## src/rtl/plle2_drp_sequencer.sv

```systemverilog
// PLLE2 DRP reconfiguration sequencer: table-driven read-modify-write,
// then PLL reset release and lock wait with timeouts.
module plle2_drp_sequencer #(
  parameter int NUM_ENTRIES  = 4,
  parameter int DRDY_TIMEOUT = 255,
  parameter int LOCK_TIMEOUT = 65535
) (
  input  logic        CLK,
  input  logic        RST,
  input  logic        I_START,
  output logic [3:0]  O_TBL_IDX,
  input  logic [38:0] I_TBL_ENTRY,
  output logic        O_DEN,
  output logic        O_DWE,
  output logic [6:0]  O_DADDR,
  output logic [15:0] O_DI,
  input  logic [15:0] I_DO,
  input  logic        I_DRDY,
  output logic        O_PLL_RST,
  input  logic        I_LOCKED,
  output logic        O_BUSY,
  output logic        O_DONE,
  output logic        O_ERROR,
  output logic [1:0]  O_ERR_CODE
);

  localparam int MAXT = (DRDY_TIMEOUT > LOCK_TIMEOUT) ?
                        DRDY_TIMEOUT : LOCK_TIMEOUT;
  localparam int CW = $clog2(MAXT + 1);
  localparam logic [CW-1:0] DRDY_LAST = CW'(DRDY_TIMEOUT - 1);
  localparam logic [CW-1:0] LOCK_LAST = CW'(LOCK_TIMEOUT - 1);
  localparam logic [3:0] IDX_LAST = 4'(NUM_ENTRIES - 1);

  typedef enum logic [3:0] {
    S_IDLE, S_ASSERT, S_RD, S_RDW, S_WR,
    S_WRW, S_RELEASE, S_LOCKW, S_DONE, S_ERROR
  } state_t;

  state_t state_q, state_d;
  logic [3:0] idx_q, idx_d;
  logic last_q, last_d;
  logic [CW-1:0] cnt_q, cnt_d;
  logic den_q, den_d;
  logic dwe_q, dwe_d;
  logic [6:0] daddr_q, daddr_d;
  logic [15:0] di_q, di_d;
  logic pll_rst_q, pll_rst_d;
  logic busy_q, busy_d;
  logic done_q, done_d;
  logic error_q, error_d;
  logic [1:0] err_code_q, err_code_d;

  logic [6:0] e_daddr;
  logic [15:0] e_mask;
  logic [15:0] e_data;

  assign e_daddr = I_TBL_ENTRY[38:32];
  assign e_mask = I_TBL_ENTRY[31:16];
  assign e_data = I_TBL_ENTRY[15:0];

  always_comb begin
    state_d = state_q;
    idx_d = idx_q;
    last_d = last_q;
    cnt_d = '0;
    den_d = 1'b0;
    dwe_d = 1'b0;
    daddr_d = daddr_q;
    di_d = di_q;
    pll_rst_d = pll_rst_q;
    busy_d = busy_q;
    done_d = done_q;
    error_d = error_q;
    err_code_d = err_code_q;
    unique case (state_q)
      S_IDLE, S_DONE, S_ERROR: begin
        if (I_START) begin
          state_d = S_ASSERT;
          idx_d = '0;
          done_d = 1'b0;
          error_d = 1'b0;
          err_code_d = 2'd0;
          busy_d = 1'b1;
          pll_rst_d = 1'b1;
        end
      end
      S_ASSERT: begin
        state_d = S_RD;
        den_d = 1'b1;
        daddr_d = e_daddr;
      end
      S_RD: state_d = S_RDW;
      S_RDW: begin
        if (I_DRDY) begin
          state_d = S_WR;
          den_d = 1'b1;
          dwe_d = 1'b1;
          daddr_d = e_daddr;
          di_d = (I_DO & e_mask) | (e_data & ~e_mask);
        end else if (cnt_q == DRDY_LAST) begin
          state_d = S_ERROR;
          error_d = 1'b1;
          busy_d = 1'b0;
          err_code_d = 2'd1;
        end else begin
          cnt_d = cnt_q + 1'b1;
        end
      end
      S_WR: begin
        // Advance the index early so the next entry is on the
        // table read port by the time RD is entered.
        state_d = S_WRW;
        last_d = (idx_q == IDX_LAST);
        if (idx_q != IDX_LAST) idx_d = idx_q + 4'd1;
      end
      S_WRW: begin
        if (I_DRDY) begin
          if (last_q) begin
            state_d = S_RELEASE;
            pll_rst_d = 1'b0;
          end else begin
            state_d = S_RD;
            den_d = 1'b1;
            daddr_d = e_daddr;
          end
        end else if (cnt_q == DRDY_LAST) begin
          state_d = S_ERROR;
          error_d = 1'b1;
          busy_d = 1'b0;
          err_code_d = 2'd2;
        end else begin
          cnt_d = cnt_q + 1'b1;
        end
      end
      S_RELEASE: state_d = S_LOCKW;
      S_LOCKW: begin
        if (I_LOCKED) begin
          state_d = S_DONE;
          done_d = 1'b1;
          busy_d = 1'b0;
        end else if (cnt_q == LOCK_LAST) begin
          state_d = S_ERROR;
          error_d = 1'b1;
          busy_d = 1'b0;
          err_code_d = 2'd3;
        end else begin
          cnt_d = cnt_q + 1'b1;
        end
      end
      default: state_d = S_IDLE;
    endcase
  end

  always_ff @(posedge CLK) begin
    if (RST) begin
      state_q <= S_IDLE;
      idx_q <= '0;
      last_q <= 1'b0;
      cnt_q <= '0;
      den_q <= 1'b0;
      dwe_q <= 1'b0;
      daddr_q <= '0;
      di_q <= '0;
      pll_rst_q <= 1'b0;
      busy_q <= 1'b0;
      done_q <= 1'b0;
      error_q <= 1'b0;
      err_code_q <= 2'd0;
    end else begin
      state_q <= state_d;
      idx_q <= idx_d;
      last_q <= last_d;
      cnt_q <= cnt_d;
      den_q <= den_d;
      dwe_q <= dwe_d;
      daddr_q <= daddr_d;
      di_q <= di_d;
      pll_rst_q <= pll_rst_d;
      busy_q <= busy_d;
      done_q <= done_d;
      error_q <= error_d;
      err_code_q <= err_code_d;
    end
  end

  assign O_TBL_IDX = idx_q;
  assign O_DEN = den_q;
  assign O_DWE = dwe_q;
  assign O_DADDR = daddr_q;
  assign O_DI = di_q;
  assign O_PLL_RST = pll_rst_q;
  assign O_BUSY = busy_q;
  assign O_DONE = done_q;
  assign O_ERROR = error_q;
  assign O_ERR_CODE = err_code_q;

endmodule
```

## config.mk

```make
export PLATFORM = sky130hd
export DESIGN_NAME = plle2_drp_sequencer
export DESIGN_NICKNAME = d
export VERILOG_FILES = /design/src/rtl/plle2_drp_sequencer.sv
export SDC_FILE = /design/constraint.sdc
export NUM_CORES = 1
export LEC_CHECK = 0
export BUFFER_PORTS_ARGS = -buffer_cell sky130_fd_sc_hd__buf_2
export CAP_MARGIN = 15
export CORE_MARGIN = 2
export CORE_UTILIZATION = 39
export CTS_CLUSTER_DIAMETER = 80
export DETAILED_ROUTE_END_ITERATION = 8
export GPL_ROUTABILITY_DRIVEN = 0
export HOLD_SLACK_MARGIN = 0.05
export PLACE_DENSITY = 0.65
export SLEW_MARGIN = 10
export SYNTH_ARGS = -nofsm -noshare
export SYNTH_HDL_FRONTEND = slang
export SYNTH_SLANG_ARGS = --single-unit
export TNS_END_PERCENT = 20
```

## constraint.sdc

```tcl
create_clock -name CLK -period 3.15 [get_ports CLK]
set_input_delay 0 -clock CLK [delete_from_list [all_inputs] [get_ports CLK]]
set_output_delay 0 -clock CLK [all_outputs]
set_load 0.02 [all_outputs]
```

==> results.txt, run 1 <==
Worst setup margin: 1.14 ns
Area grow syn2layout: 37.7%
Setup Skew: 0.0115 ns
Crit. End Element: flip-flop
Largest net degree at the start of global routing: 40
Clock root buffer: clkbuf_8
Seq pwr share: 50.0%
Pins Over Slew Limit: 0
Die ar.: 7370 um^2
Sw frac: 27.0%
Library cells used by synthesis: 47
NetSw: 417 uW
Clock tree buffer depth: 2
Final Instance Count excl. Fillers: 487
Via Count: 2503
Chip height: 85.8 um
Placed cell count: 444
RR Startpoint: cnt_q[8]$_SDFF_PP0_
Setup Crit Path Kind: flip-flop to flip-flop
Remaining global-route overflow: 0
Synth warnings: 0
Drt total wl: 6400 um
Final setup violation count: 0
Unrepaired setup endpoints after global routing: no
Initial Utilization: 40.7%
RR Endpoint: cnt_q[11]$_SDFF_PP0_
Failing checks: DRC
# nets final: 472
Clk pwr share: 30.7%
# IOs: 95
CTS clk-pin slew, worst paths: 0.10 ns
Fin. Hold Viols: 0
H-tree depth: 2
Core Area: 6420 um^2
FF-to-FF setup slack: 1.14 ns
Max-Cap Viols: 0
Tot Pwr: 1.54 mW
Post-Synthesis Cell Area: 2610 um^2
Via-to-Cell Ratio: 5.14
Int Power: 1.13 mW
Place WS: 1.14 ns
Yosys top cell area share: 42.9%
Max frequency: 498 MHz
FF-to-FF path depth: 5
ANT nets after route: 0
Post-synth EDFFs: 0
Hold depth: 3
GRT Overall Usage: 18.3%
First-pass GRT wire length: 10900 um
Commonest cells post-synth: dfxtp_1, nor2_1, mux2i_1, a211oi_1, nand3_1
Peak VDD IR: 0.219 mV
Worst setup SP type: flip-flop
Clock Sinks: 56
Share of layout cells above drive strength 1: 28.3%
Pleak: 1.57 nW
Worst Max-Slew Pin Slew: 0.745 ns
Initial drt markers: 141
PwrDens: 429 nW/um^2
Cell count after synthesis: 284
Setup TNS: 0 ns
Port buffer count: 94
Status: finished with violations
Diodes inserted: 0
Crit-path max FO: 16
Number of global-route vias before repair: 2448
Pre-antenna DRT Iters: 7
Initial antenna violation count: 0
Top post-synthesis cells by area: dfxtp_1, mux2i_1, nor2_1
Std cell rows: 29
Logic pwr share: 19.3%
Seq/Total Area, Yosys: 42.9%
DRC viols: 4
CTS buffer count: 5
Critical Path AT: 2.18 ns
Post-Synthesis Net Count: 347
Syn_area_per_cell: 9.20 um^2
Part of the cycle the worst path needs: 63.8%
WL/cell: 13.1 um
Ys async rst share: 0%
Most instantiated library cell after synthesis: dfxtp_1
Post-cts sizing count: 0
Count of state elements after synthesis: 56
Slew HR: 50.3%
Dominant synthesized flop cell: dfxtp_1
Leading area contributor after synthesis: dfxtp_1
Clock insertion delay at the later pin of the skew report: 0.32 ns
Hold Crit Class: input port to flip-flop
DP HPWL: 4230 um
End point of the worst hold path: O_DI[0]$_SDFFE_PP0P_
Hold Crit Start: I_DO[0]
Worst Path Required: 3.33 ns
Chip width: 85.8 um
CTS tree: built
Post-route minimum period: 2.01 ns
[cell type report]
type | count | area, um^2
fillers | 580 | 2820
repair buffers | 131 | 836
flip-flops and latches | 56 | 1120
inverters | 4 | 15.0
clock buffers | 6 | 72.6
well taps | 77 | 96.3
multi-input cells | 211 | 1420
clock inverters | 2 | 38.8
[how the worst max path moves through the flow]
| stage | start | endpoint | cells past startpoint |
|---|---|---|---|
| after global routing | cnt_q[8]$_SDFF_PP0_ | cnt_q[13]$_SDFF_PP0_ | 5 |
| after CTS | cnt_q[8]$_SDFF_PP0_ | cnt_q[11]$_SDFF_PP0_ | 5 |
| after floorplan | cnt_q[0]$_SDFF_PP0_ | O_BUSY$_SDFFE_PP0P_ | 7 |
| after global placement | cnt_q[12]$_SDFF_PP0_ | cnt_q[3]$_SDFF_PP0_ | 5 |
| final | cnt_q[8]$_SDFF_PP0_ | cnt_q[11]$_SDFF_PP0_ | 5 |
| after detailed placement | cnt_q[8]$_SDFF_PP0_ | cnt_q[11]$_SDFF_PP0_ | 5 |
[power groups by stage]
stage	Combinational, mW	Clock, mW	Sequential [mW]
floorplan	0.150	0	0.803
global placement	0.256	0	0.785
detailed placement	0.257	0	0.787
CTS	0.295	0.488	0.770
global route	0.328	0.519	0.776
finish	0.298	0.473	0.771
[metal layers]
layer  part of all wire, %  GRT usage (%)
met4                   1.7           6.78
met5                     0              0
met1                    42           21.5
met3                   5.9           4.23
met2                    50           32.6
[cells in the final DEF (no fill, tap or decap), types with 8 or more instances in the layout]
master,Yosys,routed
dfxtp_1,56,56
xor2_1,9,9
mux2i_1,26,26
nand2_1,10,10
a211oi_1,17,17
nor3_1,8,8
buf_2,3,94
nor2_1,47,46
nand3_1,11,11
dlygate4sd3_1,0,35
a21oi_1,10,10
[cell families (layout without fill, tap and decap cells)]
group / Yosys count / after routing / share of synthesized area [%]
muxes: 26 / 26 / 9.96
xor gates and xnor gates: 15 / 15 / 5.03
and+or+nand+nor: 115 / 115 / 23.7
AOI/OAI and AO/OA: 52 / 52 / 14.1
adders and majority gates: 3 / 3 / 1.44
DFF: 56 / 56 / 42.9
buffers and inverters: 17 / 143 / 2.87
[worst max-delay path, stage by stage (launching register included)]
cell and delay, ns:
dfxtp_1 0.38, nor4_1 0.46, a41oi_1 0.20, a21boi_0 0.17, o21ai_2 0.54, nor2_1 0.12
[metrics by stage]
stage | hold slack, ns | instance area, um^2 | utilization, %
floorplan | 0.144 | 2610 | -
global placement | 0.238 | 3140 | 48.8
detailed placement | 0.240 | 3140 | 48.8
CTS | 0.0510 | 3590 | 55.9
global route | 0.0575 | 3600 | 56.0
finish | 0.0533 | 3600 | 56.0
[state kept, by name, summed over array words and instances (netlist names)]
register and flops:
cnt_q 16, state_q 4, O_ERR_CODE 2, O_DONE 1, O_DWE 1, O_ERROR 1
O_DADDR 7, O_DI 16, O_BUSY 1, O_TBL_IDX 4, O_PLL_RST 1, O_DEN 1
last_q 1
[repair_timing]
action                    in CTS  in global routing
hold buffers                  34                  1
buffers inserted               0                  0
hold endpoints to repair      22                  1
Power figures use the tool's default switching activity.
==> run 2: changes to the inputs <==
Clock period 3.15 ns to 2 ns, I/O delays scaled along.
==> results.txt, run 2 (synthesized netlist as in run 1, its figures left out) <==
Pre-antenna DRT Iters: 7 (unchanged)
Post-route minimum period: 1.85 ns (-0.158 ns)
Final core occ: 58.1% (+2.1 points)
Initial antenna violation count: 0 (unchanged)
Drt total wl: 6880 um (+7.4%)
Worst setup SP type: flip-flop
Port buffer count: 94 (unchanged)
Clock tree buffer depth: 2 (unchanged)
WL/cell: 13.8 um (+4.6%)
Core Area: 6420 um^2 (unchanged)
Fin. Hold Viols: 0 (unchanged)
Via-to-Cell Ratio: 5.17 (+0.55%)
Part of the cycle the worst path needs: 92.5% (+29 points)
Placed inst area: 3240 um^2 (+3.4%)
Pins Over Slew Limit: 0 (unchanged)
Clock insertion delay at the later pin of the skew report: 0.32 ns (about the same)
Setup Crit Path Kind: flip-flop to flip-flop
Max-Cap Viols: 0 (unchanged)
Initial Utilization: 40.7% (unchanged)
CTS buffer count: 5 (unchanged)
Crit. End Element: flip-flop
Placed cell count: 455 (+2.5%)
CTS clk-pin slew, worst paths: 0.11 ns (about the same)
Setup TNS: 0 ns (unchanged)
ANT nets after route: 0 (unchanged)
Number of global-route vias before repair: 2502 (+2.2%)
Initial drt markers: 167 (+18%)
Crit-path cells: inv_1 -> ha_1 -> nand3_1 -> nor4_4 -> nor3_2 -> or4_4 -> o211a_1
Slowest cell on crit path: or4_4
Failing checks: DRC
Worst setup margin: 0.149 ns (-0.992 ns)
Most common cell after layout, fill and taps aside: buf_2
Std cell rows: 29 (unchanged)
Die ar.: 7370 um^2 (unchanged)
Final Instance Count excl. Fillers: 500 (+2.7%)
Final Instance Area: 3730 um^2 (+3.7%)
DRC viols: 4 (unchanged)
H-tree depth: 2 (unchanged)
Worst Max-Slew Pin Slew: 0.562 ns (-0.183 ns)
NetSw: 688 uW (+65%)
Pleak: 1.64 nW (+4.4%)
Final setup violation count: 0 (unchanged)
CTS tree: built
Seq pwr share: 48.6% (-1.4 points)
Largest net degree at the start of global routing: 33 (-18%)
First-pass GRT wire length: 11500 um (+5.0%)
Max stage delay on crit path: 0.52 ns (-0.02 ns)
Diodes inserted: 0 (unchanged)
Tot Pwr: 2.49 mW (+61%)
Hold slack: 0.0617 ns (+0.00831 ns)
Share of layout cells above drive strength 1: 30.5% (+2.2 points)
Area grow syn2layout: 42.9%
Remaining global-route overflow: 0 (unchanged)
Int Power: 1.80 mW (+60%)
Chip height: 85.8 um (unchanged)
Status: finished with violations
Via Count: 2584 (+3.2%)
Setup Skew: 0.00892 ns (-0.00255 ns)
# IOs: 95 (unchanged)
Chip width: 85.8 um (unchanged)
Critical Path AT: 2.06 ns (-0.12 ns)
Hold Crit Class: input port to flip-flop
Clk pwr share: 30.6% (about the same)
GRT Overall Usage: 19.3% (+0.96 points)
PwrDens: 666 nW/um^2 (+55%)
Logic pwr share: 20.8% (+1.5 points)
Slew HR: 62.5% (+12 points)
Peak VDD IR: 0.338 mV (+54%)
Most frequent cells in the layout: buf_2, dfxtp_1, nor2_1
DP HPWL: 4510 um (+6.6%)
Worst Path Required: 2.21 ns (-1.12 ns)
Place WS: 0.150 ns (-0.985 ns)
Clock Sinks: 56 (unchanged)
Max frequency: 540 MHz (+8.6%)
Sw frac: 27.7% (+0.65 points)
Unrepaired setup endpoints after global routing: yes
Clock root buffer: clkbuf_8
# nets final: 485 (+2.8%)
Crit-path max FO: 5 (-11)
Post-CTS Setup Bufs: 0 (unchanged)
==> run 2: final timing paths <==
path,startpoint,endpoint,slack (ns),cells past startpoint
worst max-delay path,cnt_q[0]$_SDFF_PP0_,O_BUSY$_SDFFE_PP0P_,0.15,7
worst max register to register,cnt_q[0]$_SDFF_PP0_,O_BUSY$_SDFFE_PP0P_,0.15,7
worst min register to register,cnt_q[0]$_SDFF_PP0_,cnt_q[0]$_SDFF_PP0_,0.48,1
worst min-delay path,I_DO[9],O_DI[9]$_SDFFE_PP0P_,0.06,3
==> run 2: final cells by class <==
cell class                      instances  area [um^2]
Timing Repair Buffer                  144          963
Tap cell                               77         96.3
Sequential cell                        56         1120
Clock buffer                            5         68.8
Inverter                                4         15.0
Fill cell                             559         2690
Multi-Input combinational cell        211         1420
Clock inverter                          3         46.3
==> run 2: repair_timing <==
action                                 in CTS  in global routing
endpoints found under the hold margin      24                  0
hold buffers                               37                  0
gates resized for setup                     0                  1
setup endpoints to repair                   0                  2
==> run 2: per-layer routing <==
layer,track usage [%],up-vias,share of wire (%)
met2,34.9,79,51
li1,-,1302,-
met3,3.27,10,4.9
met5,0,-,0
met4,6.49,0,1.6
met1,23.1,1193,42
==> run 2: power groups by stage <==
stage | logic [mW] | registers [mW] | clock network (mW)
after floorplan | 0.236 | 1.26 | 0
after global placement | 0.438 | 1.23 | 0
after detailed placement | 0.441 | 1.23 | 0
after CTS | 0.506 | 1.21 | 0.772
after global routing | 0.564 | 1.22 | 0.822
final | 0.516 | 1.21 | 0.761
==> run 2: worst max-delay path, delay by kind of cell, from the launching register on <==
kind	cells	cell delay, ns
DFF	1	0.36
buffers and inverters	1	0.07
and+or+nand+nor	4	1.01
AOI/OAI and AO/OA	1	0.14
adders and majority gates	1	0.18
==> run 3: changes to the inputs <==
Settings changed: CAP_MARGIN 15 to default, CELL_PAD_IN_SITES_DETAIL_PLACEMENT from default to 1, CELL_PAD_IN_SITES_GLOBAL_PLACEMENT from default to 1, CORE_UTILIZATION 39 to 36, PLACE_DENSITY 0.65 to default, PLACE_DENSITY_LB_ADDON from default to 0.1.
==> results.txt, run 3 (synthesized netlist as in run 1, its figures left out) <==
Status: completed
# IOs: 95 (unchanged)
Worst Path Required: 2.22 ns (about the same)
CTS buffer count: 5 (unchanged)
Most common cell after layout, fill and taps aside: buf_2
PwrDens: 638 nW/um^2 (-4.2%)
CP bufs+invs: 1 (unchanged)
Worst Max-Slew Pin Slew: 0.442 ns (-0.121 ns)
Setup Skew: 0.0137 ns (+0.00482 ns)
Initial Utilization: 36.6% (-4.1 points)
Max frequency: 544 MHz (+0.78%)
Worst path top cell family by delay: simple AND/OR/NAND/NOR gates
DRC viols: 0 (-4)
Part of the cycle the worst path needs: 91.8% (-0.72 points)
Clock root buffer: clkbuf_8
Die ar.: 7950 um^2 (+7.9%)
Initial drt markers: 50 (-70%)
CP Depth: 7 (unchanged)
FF-to-FF setup slack: 0.16 ns (about the same)
Hold Buf Count CTS: 37 (unchanged)
# nets final: 488 (+0.62%)
First-pass GRT wire length: 11800 um (+2.9%)
Remaining global-route overflow: 0 (unchanged)
Post-route minimum period: 1.84 ns (-0.0143 ns)
H-tree depth: 2 (unchanged)
Largest net degree at the start of global routing: 37 (+12%)
Fin. Hold Viols: 0 (unchanged)
Tot Pwr: 2.40 mW (-3.4%)
Diodes inserted: 0 (unchanged)
FF-to-FF path depth: 7 (unchanged)
GRT Overall Usage: 19.0% (-0.32 points)
Drt total wl: 7700 um (+12%)
Post-CTS Setup Bufs: 0 (unchanged)
Chip width: 89.2 um (+3.9%)
Core Area: 7140 um^2 (+11%)
Peak VDD IR: 0.293 mV (-13%)
Slowest cell on crit path: or4_4
Pleak: 1.65 nW (+0.38%)
Critical Path AT: 2.06 ns (about the same)
Setup Crit Path Kind: flip-flop to flip-flop
Clock Sinks: 56 (unchanged)
Via-to-Cell Ratio: 5.02 (-2.9%)
Most frequent cells in the layout: buf_2, dfxtp_1, nor2_1
DP HPWL: 5200 um (+15%)
Crit. End Element: flip-flop
Share of layout cells above drive strength 1: 30.5% (about the same)
Hold Crit Class: input port to flip-flop
Port buffer count: 94 (unchanged)
Clock insertion delay at the later pin of the skew report: 0.32 ns (about the same)
Pins Over Slew Limit: 0 (unchanged)
CTS clk-pin slew, worst paths: 0.11 ns (about the same)
Slew HR: 70.3% (+7.8 points)
Unrepaired setup endpoints after global routing: no
Pre-antenna DRT Iters: 4 (-3)
Setup TNS: 0 ns (unchanged)
CTS tree: built
Post-cts sizing count: 0 (unchanged)
Std cell rows: 31 (+6.9%)
Max-Cap Viols: 0 (unchanged)
Area grow syn2layout: 44.0%
Crit-path cells: inv_1 -> ha_1 -> nand3_1 -> nor4_4 -> nor3_2 -> or4_4 -> o211a_1
Final core occ: 52.7% (-5.4 points)
Number of global-route vias before repair: 2557 (+2.2%)
Hold depth: 3 (unchanged)
Via Count: 2634 (+1.9%)
Chip height: 89.2 um (+3.9%)
Crit-path max FO: 5 (unchanged)
Final setup violation count: 0 (unchanged)
Clock tree buffer depth: 2 (unchanged)
Worst setup SP type: flip-flop
Max stage delay on crit path: 0.54 ns (+0.02 ns)
Initial antenna violation count: 0 (unchanged)
ANT nets after route: 0 (unchanged)
WL/cell: 14.7 um (+6.7%)
## run 3: cell types whose count changed in the layout (fill, tap and decap cells not counted)
cell / before / now
buf_4: 11 / 13
nor2_1: 45 / 46
bufinv_16: 1 / 0
dlygate4sd3_1: 37 / 38
inv_6: 1 / 2
nor2_2: 2 / 1
## run 3: cell type report
| class | instances | area (um^2) |
|---|---|---|
| Fill cell | 870 | 3380 |
| Multi-Input combinational cell | 211 | 1420 |
| Sequential cell | 56 | 1120 |
| Timing Repair Buffer | 147 | 988 |
| Tap cell | 99 | 124 |
| Clock buffer | 5 | 68.8 |
| Clock inverter | 3 | 25.0 |
| Inverter | 4 | 15.0 |
## run 3: final timing paths
check	endpoint	startpoint
max	O_BUSY$_SDFFE_PP0P_	cnt_q[0]$_SDFF_PP0_
min	O_DI[14]$_SDFFE_PP0P_	I_DO[14]
max reg2reg	O_BUSY$_SDFFE_PP0P_	cnt_q[0]$_SDFF_PP0_
min reg2reg	O_DONE$_SDFFE_PP0P_	O_DONE$_SDFFE_PP0P_
## run 3: report_power, final
group | internal (mW) | leakage [nW] | total (mW) | switching, mW
Sequential | 1.16 | 0.454 | 1.20 | 0.0339
Combinational | 0.263 | 1.15 | 0.539 | 0.276
Clock | 0.257 | 0.0452 | 0.662 | 0.405
Total | 1.68 | 1.65 | 2.40 | 0.716
## run 3: metal layers
layer  vias up  GRT usage (%)  part of all wire (%)
met5         -              0                     0
met4         0           6.24                   1.8
met3        14           3.32                   4.4
met2        74           33.9                    52
met1      1244           23.0                    41
li1       1302              -                     -
## run 3: worst min-delay path: stages
cell and delay [ns]:
buf_2 0.10, mux2i_1 0.13, a211oi_1 0.08
## run 3: stage by stage
step	std cells	instance area, um^2	hold WS [ns]	worst slack, ns
floorplan	284	2610	0.144	0.219
global placement	479	3290	0.218	0.192
detailed placement	479	3290	0.219	0.148
CTS	524	3750	0.0542	0.153
global route	525	3760	0.0453	0.0146
finish	525	3760	0.0411	0.163
